<file path="src/rtl/drive_supervisor.sv">
// ============================================================================
// drive_supervisor : gates, soft-start ramps and cuts the PID drive magnitude
// before it reaches the commutator. Optional macro: LOW_BATT_CUT_EN.
// Revision 1.0
// ============================================================================
`default_nettype none

module drive_supervisor #(
  parameter int          FAST_SIM   = 0,
  parameter logic [11:0] RAMP_STEP  = 12'd16,
  parameter logic [11:0] OC_LIMIT   = 12'hC00,
  parameter logic [3:0]  OC_CNT     = 4'd8,
  parameter logic [11:0] BATT_MIN   = 12'hA98,
  parameter logic [7:0]  COOL_TICKS = 8'd64
) (
  input  logic        clk,
  input  logic        rst_n,
  input  logic [11:0] drv_mag_in,
  input  logic        brake_n,
  input  logic        not_pedaling,
  input  logic [11:0] curr,
  input  logic [11:0] batt,
  input  logic        smp_vld,
  output logic [11:0] drv_mag_out,
  output logic [2:0]  state,
  output logic [1:0]  fault_code
);

  localparam int TW = (FAST_SIM != 0) ? 6 : 12;

  localparam logic [1:0]  FC_NONE  = 2'b00;
  localparam logic [1:0]  FC_OC    = 2'b01;
  localparam logic [1:0]  FC_LB    = 2'b10;
  localparam logic [11:0] BIG_STEP = 12'h100;

  typedef enum logic [2:0] {
    ST_OFF   = 3'd0,
    ST_RAMP  = 3'd1,
    ST_RUN   = 3'd2,
    ST_BRAKE = 3'd3,
    ST_FAULT = 3'd4
  } state_t;

  state_t      r_state, w_state;
  logic [11:0] r_drv, w_drv;
  logic [1:0]  r_fc, w_fc;
  logic [7:0]  r_cool, w_cool;
  logic [3:0]  r_oc_cnt;
  logic [TW-1:0] r_tick_cnt;
  logic        w_tick;
  logic        w_oc_trig;
  logic        w_lb_trig;
  logic        w_fault_trig;
  logic [12:0] w_ramp_sum;
  logic [11:0] w_step_up;

  // Free-running tick timebase; only rst_n clears it.
  always_ff @(posedge clk or negedge rst_n) begin
    if (!rst_n) begin
      r_tick_cnt <= '0;
    end else begin
      r_tick_cnt <= r_tick_cnt + {{(TW-1){1'b0}}, 1'b1};
    end
  end

  assign w_tick = &r_tick_cnt;

  always_ff @(posedge clk or negedge rst_n) begin
    if (!rst_n) begin
      r_oc_cnt <= 4'd0;
    end else if (smp_vld) begin
      if (curr > OC_LIMIT) begin
        r_oc_cnt <= (r_oc_cnt == OC_CNT) ? OC_CNT : r_oc_cnt + 4'd1;
      end else begin
        r_oc_cnt <= 4'd0;
      end
    end
  end

  assign w_oc_trig = (r_oc_cnt == OC_CNT);

`ifdef LOW_BATT_CUT_EN
  // Registered like the OC count so both causes on one sample line up and OC wins.
  logic r_lb;

  always_ff @(posedge clk or negedge rst_n) begin
    if (!rst_n) begin
      r_lb <= 1'b0;
    end else if (smp_vld) begin
      r_lb <= (batt < BATT_MIN);
    end
  end

  assign w_lb_trig = r_lb;
`else
  logic w_unused_batt;

  assign w_unused_batt = ^{batt, BATT_MIN};
  assign w_lb_trig     = 1'b0;
`endif

  assign w_fault_trig = w_oc_trig | w_lb_trig;
  assign w_ramp_sum   = {1'b0, r_drv} + {1'b0, RAMP_STEP};
  assign w_step_up    = drv_mag_in - r_drv;

  always_ff @(posedge clk or negedge rst_n) begin
    if (!rst_n) begin
      r_state <= ST_OFF;
      r_drv   <= 12'd0;
      r_fc    <= FC_NONE;
      r_cool  <= 8'd0;
    end else begin
      r_state <= w_state;
      r_drv   <= w_drv;
      r_fc    <= w_fc;
      r_cool  <= w_cool;
    end
  end

  always_comb begin
    w_state = r_state;
    w_drv   = r_drv;
    w_fc    = r_fc;
    w_cool  = r_cool;

    if ((r_state != ST_FAULT) && w_fault_trig) begin
      w_state = ST_FAULT;
      w_drv   = 12'd0;
      w_fc    = w_oc_trig ? FC_OC : FC_LB;
      w_cool  = 8'd0;
    end else begin
      case (r_state)
        ST_OFF: begin
          w_drv = 12'd0;
          if (!brake_n) begin
            w_state = ST_BRAKE;
          end else if (!not_pedaling && (drv_mag_in != 12'd0)) begin
            w_state = ST_RAMP;
          end
        end

        ST_RAMP: begin
          if (!brake_n) begin
            w_state = ST_BRAKE;
            w_drv   = 12'd0;
          end else if (not_pedaling) begin
            w_state = ST_OFF;
            w_drv   = 12'd0;
          end else if (r_drv == drv_mag_in) begin
            w_state = ST_RUN;
          end else if (drv_mag_in < r_drv) begin
            w_drv = drv_mag_in;
          end else if (w_tick) begin
            w_drv = (w_ramp_sum > {1'b0, drv_mag_in}) ? drv_mag_in : w_ramp_sum[11:0];
          end
        end

        ST_RUN: begin
          if (!brake_n) begin
            w_state = ST_BRAKE;
            w_drv   = 12'd0;
          end else if (not_pedaling) begin
            w_state = ST_OFF;
            w_drv   = 12'd0;
          end else if ((drv_mag_in > r_drv) && (w_step_up > BIG_STEP)) begin
            // Large step-ups soft-start again from the present level.
            w_state = ST_RAMP;
          end else begin
            w_drv = drv_mag_in;
          end
        end

        ST_BRAKE: begin
          w_drv = 12'd0;
          if (brake_n) begin
            w_state = ST_OFF;
          end
        end

        ST_FAULT: begin
          w_drv = 12'd0;
          if (w_tick && (r_cool < COOL_TICKS)) begin
            w_cool = r_cool + 8'd1;
          end
          if ((r_cool == COOL_TICKS) && not_pedaling) begin
            w_state = ST_OFF;
            w_fc    = FC_NONE;
          end
        end

        default: begin
          w_state = ST_OFF;
          w_drv   = 12'd0;
        end
      endcase
    end
  end

  assign drv_mag_out = r_drv;
  assign state       = r_state;
  assign fault_code  = r_fc;

endmodule

`default_nettype wire

</file>
<file path="config.mk">
export PLATFORM = sky130hd
export DESIGN_NAME = drive_supervisor
export DESIGN_NICKNAME = d
export VERILOG_FILES = /design/src/rtl/drive_supervisor.sv
export SDC_FILE = /design/constraint.sdc
export NUM_CORES = 1
export LEC_CHECK = 0
export ABC_AREA = 1
export ABC_CLOCK_PERIOD_IN_PS = 3600
export CAP_MARGIN = 20
export CELL_PAD_IN_SITES_DETAIL_PLACEMENT = 1
export CELL_PAD_IN_SITES_GLOBAL_PLACEMENT = 2
export CORE_MARGIN = 3
export CORE_UTILIZATION = 30
export CTS_BUF_LIST = sky130_fd_sc_hd__clkbuf_8
export DETAILED_ROUTE_END_ITERATION = 8
export GPL_ROUTABILITY_DRIVEN = 0
export GPL_TIMING_DRIVEN = 0
export PLACE_DENSITY = 0.78
export SLEW_MARGIN = 15
export SYNTH_ARGS = -nofsm -noshare
export SYNTH_HDL_FRONTEND = slang
export SYNTH_SLANG_ARGS = --single-unit
</file>
<file path="constraint.sdc">
create_clock -name clk -period 3.6 [get_ports clk]
set_input_delay 0.54 -clock clk [delete_from_list [all_inputs] [get_ports clk]]
set_output_delay 0.54 -clock clk [all_outputs]
set_load 0.05 [all_outputs]
</file>
==> results.md, run 1 <==
- The run finished with clean final reports.
- The total number of nets in the final design is between 600 and 700.
- The total congestion overflow after global routing is 0.
- The min-delay analysis places its worst path in the category in2async.
- After synthesis, the share of flip-flops with an asynchronous set or reset is 100%.
- The number of hold buffers added after cts is 0.
- The portion of total power attributed to combinational logic is 47.5%.
- By startpoint and endpoint, the worst setup path is classified as reg2reg.
- The startpoint class of the critical path is a register.
- The register bit count reported by yosys is a little over 40.
- The shortest clock period the worst path allows after layout is roughly 3.2 ns.
- The reg-to-reg critical path endpoint is drv_mag_out[3].
- The total number of vias is between 3,000 and 4,000.
- Power comes to between 1500 and 2000 uW.
- The area of the core region is 11,100 um^2.
- The post-route antenna net violation count is 0.
- After synthesis, the largest family of logic cells by area is simple AND/OR/NAND/NOR gates.
- In the final routed layout, each cell accounts on average for roughly 14 um.
- Counting every instance in the synthesized netlist gives 525.
- Cells fill a little under two fifths of the core in the end.
- The number of placement rows is 38.
- The mean number of vias per cell is just under 5.
- The number of global-route vias before repair came to approximately 3,600.
- Of the total power, the clock network draws 20.9%.
- Of all nets on the critical path, the largest fanout is 10.
- For the worst flop-to-flop path, the logic depth is 18.
- The net load switching power is roughly 780 uW.
- The setup TNS is 0 ns.
- The area enclosed by the die boundary is approximately 13,000 um^2.
- The synthesized netlist devotes around 7.2% of its cell area to compound gates.
- The repair_antennas step left the layout with diodes totalling 0.
- Setup violations remaining at the end of the flow were counted as 0.
- The number of enable flip-flop cells after synthesis is 0.
- Net switching is 43.9% of the power.
- After clock tree synthesis, the clock-pin slew on the worst setup and hold paths is 0.08 ns.
- The final hold violation count is 0.
- The leakage power is ~0.0022 uW.
- In this run the vertical extent of the chip is between 100 and 150 um.
- The count of pins on the block boundary is 58.
- The number of gates given a new drive strength after cts is 0.
- The clock buffer count from CTS is 5.
- In this run the power density over the cells is roughly 410 nW/um^2.
- The slack of the critical path is around 0.44 ns.
- Entering global routing, the biggest net connects 24 pins.
- In the routed design, unresolved DRC markers number 0.
- For the pin with the worst max-slew slack, the measured transition is around 0.6 ns.
- The number of max-slew violations in the final report came to 0.
- The slack of the worst reg-to-reg path is roughly 0.44 ns.
- The mux cell area share after synthesis is 0%.
- The cell with the biggest individual delay on the critical path is dfrtp_1.
- Between clock sinks in the finished design, the worst skew comes to 0.00564 ns.
- Among all flip-flop cells after synthesis, the most frequent one is dfrtp_1.
- The area share of and/or/nand/nor cells after synthesis is a little under two fifths.
- Setup repair after global routing left no endpoint under its margin.
- The XOR/XNOR share of the synthesized area is 3.99%.
- The clock tree from TritonCTS is yes.
- STA puts the critical path data required time at 3.85 ns.
- The initial antenna violation count is 0.
- On the worst path, the slowest cell contributes a delay of 0.46 ns.
- The category of the worst setup path capture point is a register.
- The total length of routed wires is 9.98 mm.
- After synthesis, the netlist uses 36 different library cells.
- The number of DRC markers after the initial detailed-route iteration is 102.
- The post-CTS setup buffer count is 0.
- Clock latency on the worst-skew pair, taken at its later pin, is roughly 0.31 ns.
- The share of the clock period used by the worst path is between 80% and 90%.
- Walking the worst path, the cells encountered are inv_1, nor3_1, nand3_1, nor2_1, nand3_1, nand2_1, inv_1, ha_1, nand3_1, inv_1, nand3_1, nand2_1, nand2_2, nand2_2, nand2_1, a21oi_1, nand4_1, nand2_1.
- The total of warnings raised by yosys is 0.
- The clock sink count is between 40 and 50.
- OpenSTA, run right after detailed placement, puts the worst setup slack at approximately 0.32 ns.
- The buffer type at the clock tree root is clkbuf_8.
- At the worst endpoint, the arrival time is 3.41 ns.
- The max-cap check violation count is 0.
- The sequential area share after synthesis is between 20 and 30%.
- The detailed-routing iteration count for the pre-antenna-repair pass is 4.
- The layout overhead on the synthesized area is 21.4%.
- Cell internal power was estimated by the tool at 992 uW.
- The overall fraction of global-route tracks in use is between 10% and 20%.
- The wire-length estimate of the detail-placed layout is 8.41 mm.
- The depth of the CTS H-tree is 2.
- The first global-routing pass estimated 16.9 mm of wire.
- For this configuration, the core starts out at a cell density of roughly a third.
- Dividing the synthesized area by the synthesized cell count gives around 6.7 um^2.
- The tightest hold path in the finished design has a slack of approximately 0.19 ns.
- The sequential group share of total power is roughly a third.
- VDD sags by at most ~0.00023 V.
- The total standard cell area after synthesis is 3520 um^2.
- The longest clock path from root to sink contains 2 buffers.
- The fraction of the mapped netlist area in adder cells is a little over a tenth.
- In the final layout, the share of cells above drive strength 1 is a little over 6%.
- The worst register-to-register path begins at drv_mag_out[4].
- When the netlist entered floorplanning its net count stood at slightly below 600.
- The headroom to the max-slew limit is 59.1%.
- From left edge to right edge, the die measures roughly 110 um.
- The number of buffer cells added on primary ports is 45.
- The maximum clock frequency is approximately 320 MHz.
==> flip-flops by register name, indices dropped and copies added (netlist names) <==
register,flops
drv_mag_out,12
fault_code,2
r_cool,8
r_oc_cnt,4
r_tick_cnt,12
state,3
==> cell usage after synthesis (2+ instances only) <==
library cell / number / area [um^2]
o21ai_2: 2 / 17.5
nor3_1: 5 / 25.0
nor3_2: 2 / 20.0
xor2_1: 11 / 96.3
xnor2_1: 5 / 43.8
inv_2: 5 / 18.8
nand2_1: 164 / 616
nor4_1: 6 / 37.5
nand3_1: 41 / 205
nand2_2: 7 / 43.8
inv_1: 92 / 345
a21oi_1: 24 / 120
nand3b_1: 4 / 30.0
ha_1: 30 / 375
o21ai_0: 11 / 55.1
dfrtp_1: 41 / 1030
nor2_1: 37 / 139
nand3_2: 2 / 20.0
nand4_1: 15 / 93.8
nor3b_1: 2 / 15.0
a31oi_1: 3 / 18.8
buf_4: 2 / 15.0
==> through the flow <==
stage | instances | cell area [um^2]
final | 718 | 4270
after global routing | 718 | 4270
after CTS | 718 | 4270
after detailed placement | 711 | 4160
after global placement | 710 | 4140
after floorplan | 525 | 3520
==> layout make-up <==
cell class / instances / area, um^2
well taps: 140 / 175
multi-input cells: 382 / 2090
clock buffers: 5 / 68.8
clock inverters: 2 / 35.0
fillers: 1438 / 6860
plain buffers: 4 / 30.0
inverters: 98 / 368
flip-flops and latches: 41 / 1030
repair buffers: 46 / 473
==> worst max-delay path: cells and delay by family, from the launching register on <==
kind | cells | cell delay [ns]
simple gates | 13 | 1.94
flops | 1 | 0.46
compound gates | 1 | 0.17
buf+inv | 3 | 0.26
fa+ha+maj | 1 | 0.28
==> layout by cell type, fill, tap and decap left out, drive strengths merged, types with 13 or more instances in the layout <==
master	instances
nand2	171
nor2	38
inv	97
clkdlybuf4s50	44
dfrtp	41
a21oi	24
nand4	15
ha	30
nand3	44
o21ai	13
==> cells by family after synthesis <==
family / after synthesis
buf+inv: 102
simple gates: 291
fa+ha+maj: 30
compound gates: 45
flops: 41
xor+xnor: 16
==> how the worst max path moves through the flow <==
stage / start / endpoint / depth (start not counted)
3_5_place_dp: drv_mag_in[4] / drv_mag_out[11] / 20
2_1_floorplan: drv_mag_out[4] / drv_mag_out[0] / 19
3_3_place_gp: drv_mag_in[4] / drv_mag_out[4] / 20
5_1_grt: drv_mag_out[4] / drv_mag_out[8] / 19
4_1_cts: drv_mag_out[4] / drv_mag_out[3] / 18
6_report: drv_mag_out[4] / drv_mag_out[3] / 18
==> power by group through the flow <==
| stage | clock (uW) | combinational [uW] | sequential [uW] |
|---|---|---|---|
| final | 369 | 840 | 559 |
| after global routing | 397 | 956 | 568 |
| after CTS | 388 | 856 | 559 |
| after detailed placement | 0 | 852 | 568 |
| after global placement | 0 | 834 | 567 |
| after floorplan | 0 | 478 | 665 |
==> metal layers <==
layer | track usage (%) | wire (um) | part of all wire, %
met2 | 28.3 | 5010 | 50
met1 | 20.7 | 4690 | 47
met4 | 3.56 | 102 | 1.0
met3 | 1.64 | 175 | 1.8
met5 | 0 | 0 | 0
Power figures use the tool's default switching activity.
==> run 2, diff against run 1 <==
Settings changed: HOLD_SLACK_MARGIN set to 0.12, RECOVER_POWER set to 100.
==> results.md, run 2 (synthesis results as in run 1) <==
- The number of gates given a new drive strength after cts was 0 (unchanged).
- The total congestion overflow after global routing is 0 (unchanged).
- The headroom to the max-slew limit is 15.0% (-44 points).
- The number of max-slew violations in the final report is 0 (unchanged).
- The detailed-route DRC error count came to 0 (unchanged).
- The area enclosed by the die boundary is 13,100 um^2 (unchanged).
- The global-route met2 utilization is 28.3% (unchanged).
- The area of the core region is 11,100 um^2 (unchanged).
- The largest voltage drop on the vdd net is 0.000231 V (-0.30%).
- The highest-utilization routing layer at the global route stage is met2.
- The final hold violation count was 0 (unchanged).
- The largest buffer count on any clock path came to 2 (unchanged).
- The met3 usage is 1.64% (unchanged).
- The total placed instance area is 4160 um^2 (unchanged).
- The number of hold buffers added after cts was 0 (unchanged).
- The critical path's largest stage delay was 0.46 ns (about the same).
- The effective utilization at floorplan was 31.6% (unchanged).
- The overall fraction of global-route tracks in use was 15.9% (unchanged).
- The number of setup violations in the final report came to 0 (unchanged).
- The sequential group share of total power is 31.9% (+0.3 points).
- The combined buffer and inverter count along the critical path is 2 (-1).
- The number of placement rows was 38 (unchanged).
- The arrival time at the worst endpoint is 3.42 ns (about the same).
- The number of global-route vias before repair is 3,582 (unchanged).
- The number of diodes added for antenna fixing was 0 (unchanged).
- The most common library cell in the layout ignoring fill and taps is nand2_1.
- TritonCTS built the clock tree.
- Walking the worst path, the cells encountered are inv_1, nor3_1, nand3_1, nor2_1, nand3_1, nand2_1, inv_1, ha_1, o21ai_0, nand3b_1, nor2_1, nand2_1, nand2_2, nand2_2, nand2_1, nand3_1, nand2_1, nand2_1, o21ai_0.
- The transition at the pin with the smallest max-transition slack is 1.27 ns (+0.666 ns).
- The number of placed cells counting well taps is 711 (unchanged).
- The clock-pin slew of the registers on the worst-case setup and hold paths is 0.08 ns (about the same).
- Leaving out fill and tap cells, the most frequent cells in the layout are nand2_1, inv_1, nand3_1.
- The run finished with clean final reports.
- The slack of the worst reg-to-reg path is 0.40 ns (-0.03 ns).
- The critical path is of the reg2reg type.
- The mean number of vias per cell is 4.83 (+0.14%).
- The share of the clock period used by the worst path is 88.9% (+0.95 points).
- The total number of nets in the final design is 649 (unchanged).
- The count of pins on the block boundary is 58 (unchanged).
- The path depth of the worst reg2reg path is 19 (+1).
- The detailed-routing iteration count for the pre-antenna-repair pass is 4 (unchanged).
- The leakage power is 0.00224 uW (+0.43%).
- The path class of the tightest hold or removal check is in2async.
- The worst setup path is captured at a register.
- The post-CTS setup buffer count is 0 (unchanged).
- The required time at the endpoint of the critical path is 3.82 ns (-0.03 ns).
- The number of standard cells in the final layout excluding fillers is 718 (unchanged).
- The power per unit of standard cell area is 415 nW/um^2 (+0.25%).
- The number of DRC markers after the initial detailed-route iteration is 96 (-5.9%).
- The later-pin clock latency in the skew report came to 0.31 ns (about the same).
- The largest fanout of any net on the critical path is 10 (unchanged).
- The post-route antenna net violation count is 0 (unchanged).
- The clock buffer count from CTS came to 5 (unchanged).
- Relative to the synthesized area, the layout overhead comes to 19.6%.
- The net load switching power came to 771 uW (-0.73%).
- The switching share of power is 44.1% (+0.23 points).
- The buffer type at the clock tree root is clkbuf_8.
- The internal power of the cells is 976 uW (-1.6%).
- The initial antenna violation count came to 0 (unchanged).
- The worst register-to-register path ends at drv_mag_out[11].
- The share of layout cells above drive strength 1 came to 4.15% (-1.9 points).
- The cell occurring most often along the worst timing path is nand2_1.
- The max-cap check violation count is 0 (unchanged).
- The fraction of the core area covered by cells at the end of the flow is 37.8% (-0.57 points).
- In this run the critical register-to-register path is launched from drv_mag_out[4].
- The worst hold margin is 0.391 ns (+0.201 ns).
- The depth of the CTS H-tree is 2 (unchanged).
- The portion of total power attributed to combinational logic came to 47.1% (-0.4 points).
- The share of total power in the clock network was 21.1% (+0.2 points).
- On the critical path, the stage with the largest delay is an instance of dfrtp_1.
- The die boundary width came to 114 um (unchanged).
- The maximum clock frequency is 313 MHz (-1.1%).
- The worst-case clock skew came to 0.00524 ns (-0.000400 ns).
- Broken down by cell family, the worst path's largest delay share belongs to simple AND/OR/NAND/NOR gates.
- The startpoint class of the critical path is a register.
- The wire length per cell came to 13.9 um (+0.19%).
- The die extent in y is 114 um (unchanged).
- The half-perimeter wire length after detailed placement came to 8.41 mm (unchanged).
- The final instance area is 4200 um^2 (-1.5%).
- The clock sink count is 41 (unchanged).
- Setup repair after global routing left no endpoint under its margin.
- The met1 global-route usage is 20.7% (unchanged).
- The total length of routed wires was 10.0 mm (+0.19%).
- The wire length of the first global-routing pass was 16.9 mm (unchanged).
- The setup TNS is 0 ns (unchanged).
- The total number of vias is 3,467 (+0.14%).
- The number of buffer cells added on primary ports is 45 (unchanged).
- The shortest clock period the worst path allows after layout came to 3.20 ns (+0.0343 ns).
- The largest net degree at the start of global routing came to 24 (unchanged).
[run 2: worst reg2reg max path, delay by kind of cell, from the launching register on]
kind	cells	cell delay, ns
adder cells (fa/ha/maj)	1	0.28
buffers and inverters	2	0.17
AO/OA/AOI/OAI	2	0.27
AND/OR/NAND/NOR	14	1.92
flip-flops	1	0.46
[run 2: per-stage QoR]
step | setup WS [ns] | total power, uW
5_1_grt | 0.0481 | 1900
3_3_place_gp | 0.373 | 1400
4_1_cts | 0.342 | 1800
6_report | 0.401 | 1750
2_1_floorplan | 0.696 | 1140
3_5_place_dp | 0.322 | 1420
[run 2: area by class of cell]
class | instances | area (um^2)
multi-input cells | 382 | 2050
clock buffers | 5 | 68.8
fillers | 1443 | 6920
flip-flops and latches | 41 | 1030
repair buffers | 46 | 448
inverters | 98 | 368
plain buffers | 4 | 30.0
clock inverters | 2 | 35.0
well taps | 140 | 175
[run 2: power by group through the flow]
stage / clock (uW) / sequential, uW / combinational (uW)
2_1_floorplan: 0 / 665 / 478
3_3_place_gp: 0 / 567 / 834
3_5_place_dp: 0 / 568 / 852
4_1_cts: 388 / 559 / 856
5_1_grt: 397 / 565 / 938
6_report: 368 / 557 / 822
[run 2: worst max-delay path by stage]
stage | from | endpoint | slack (ns) | cells past startpoint
2_1_floorplan | drv_mag_out[4] | drv_mag_out[0] | 0.70 | 19
3_3_place_gp | drv_mag_in[4] | drv_mag_out[4] | 0.37 | 20
3_5_place_dp | drv_mag_in[4] | drv_mag_out[11] | 0.32 | 20
4_1_cts | drv_mag_out[4] | drv_mag_out[3] | 0.34 | 18
5_1_grt | drv_mag_out[4] | drv_mag_out[11] | 0.05 | 19
6_report | drv_mag_out[4] | drv_mag_out[11] | 0.40 | 19
[run 2: metal layers]
| layer | up-vias | wire length (um) |
|---|---|---|
| li1 | 1772 | - |
| met1 | 1654 | 4740 |
| met2 | 34 | 4980 |
| met3 | 7 | 169 |
| met4 | 0 | 102 |
| met5 | - | 0 |
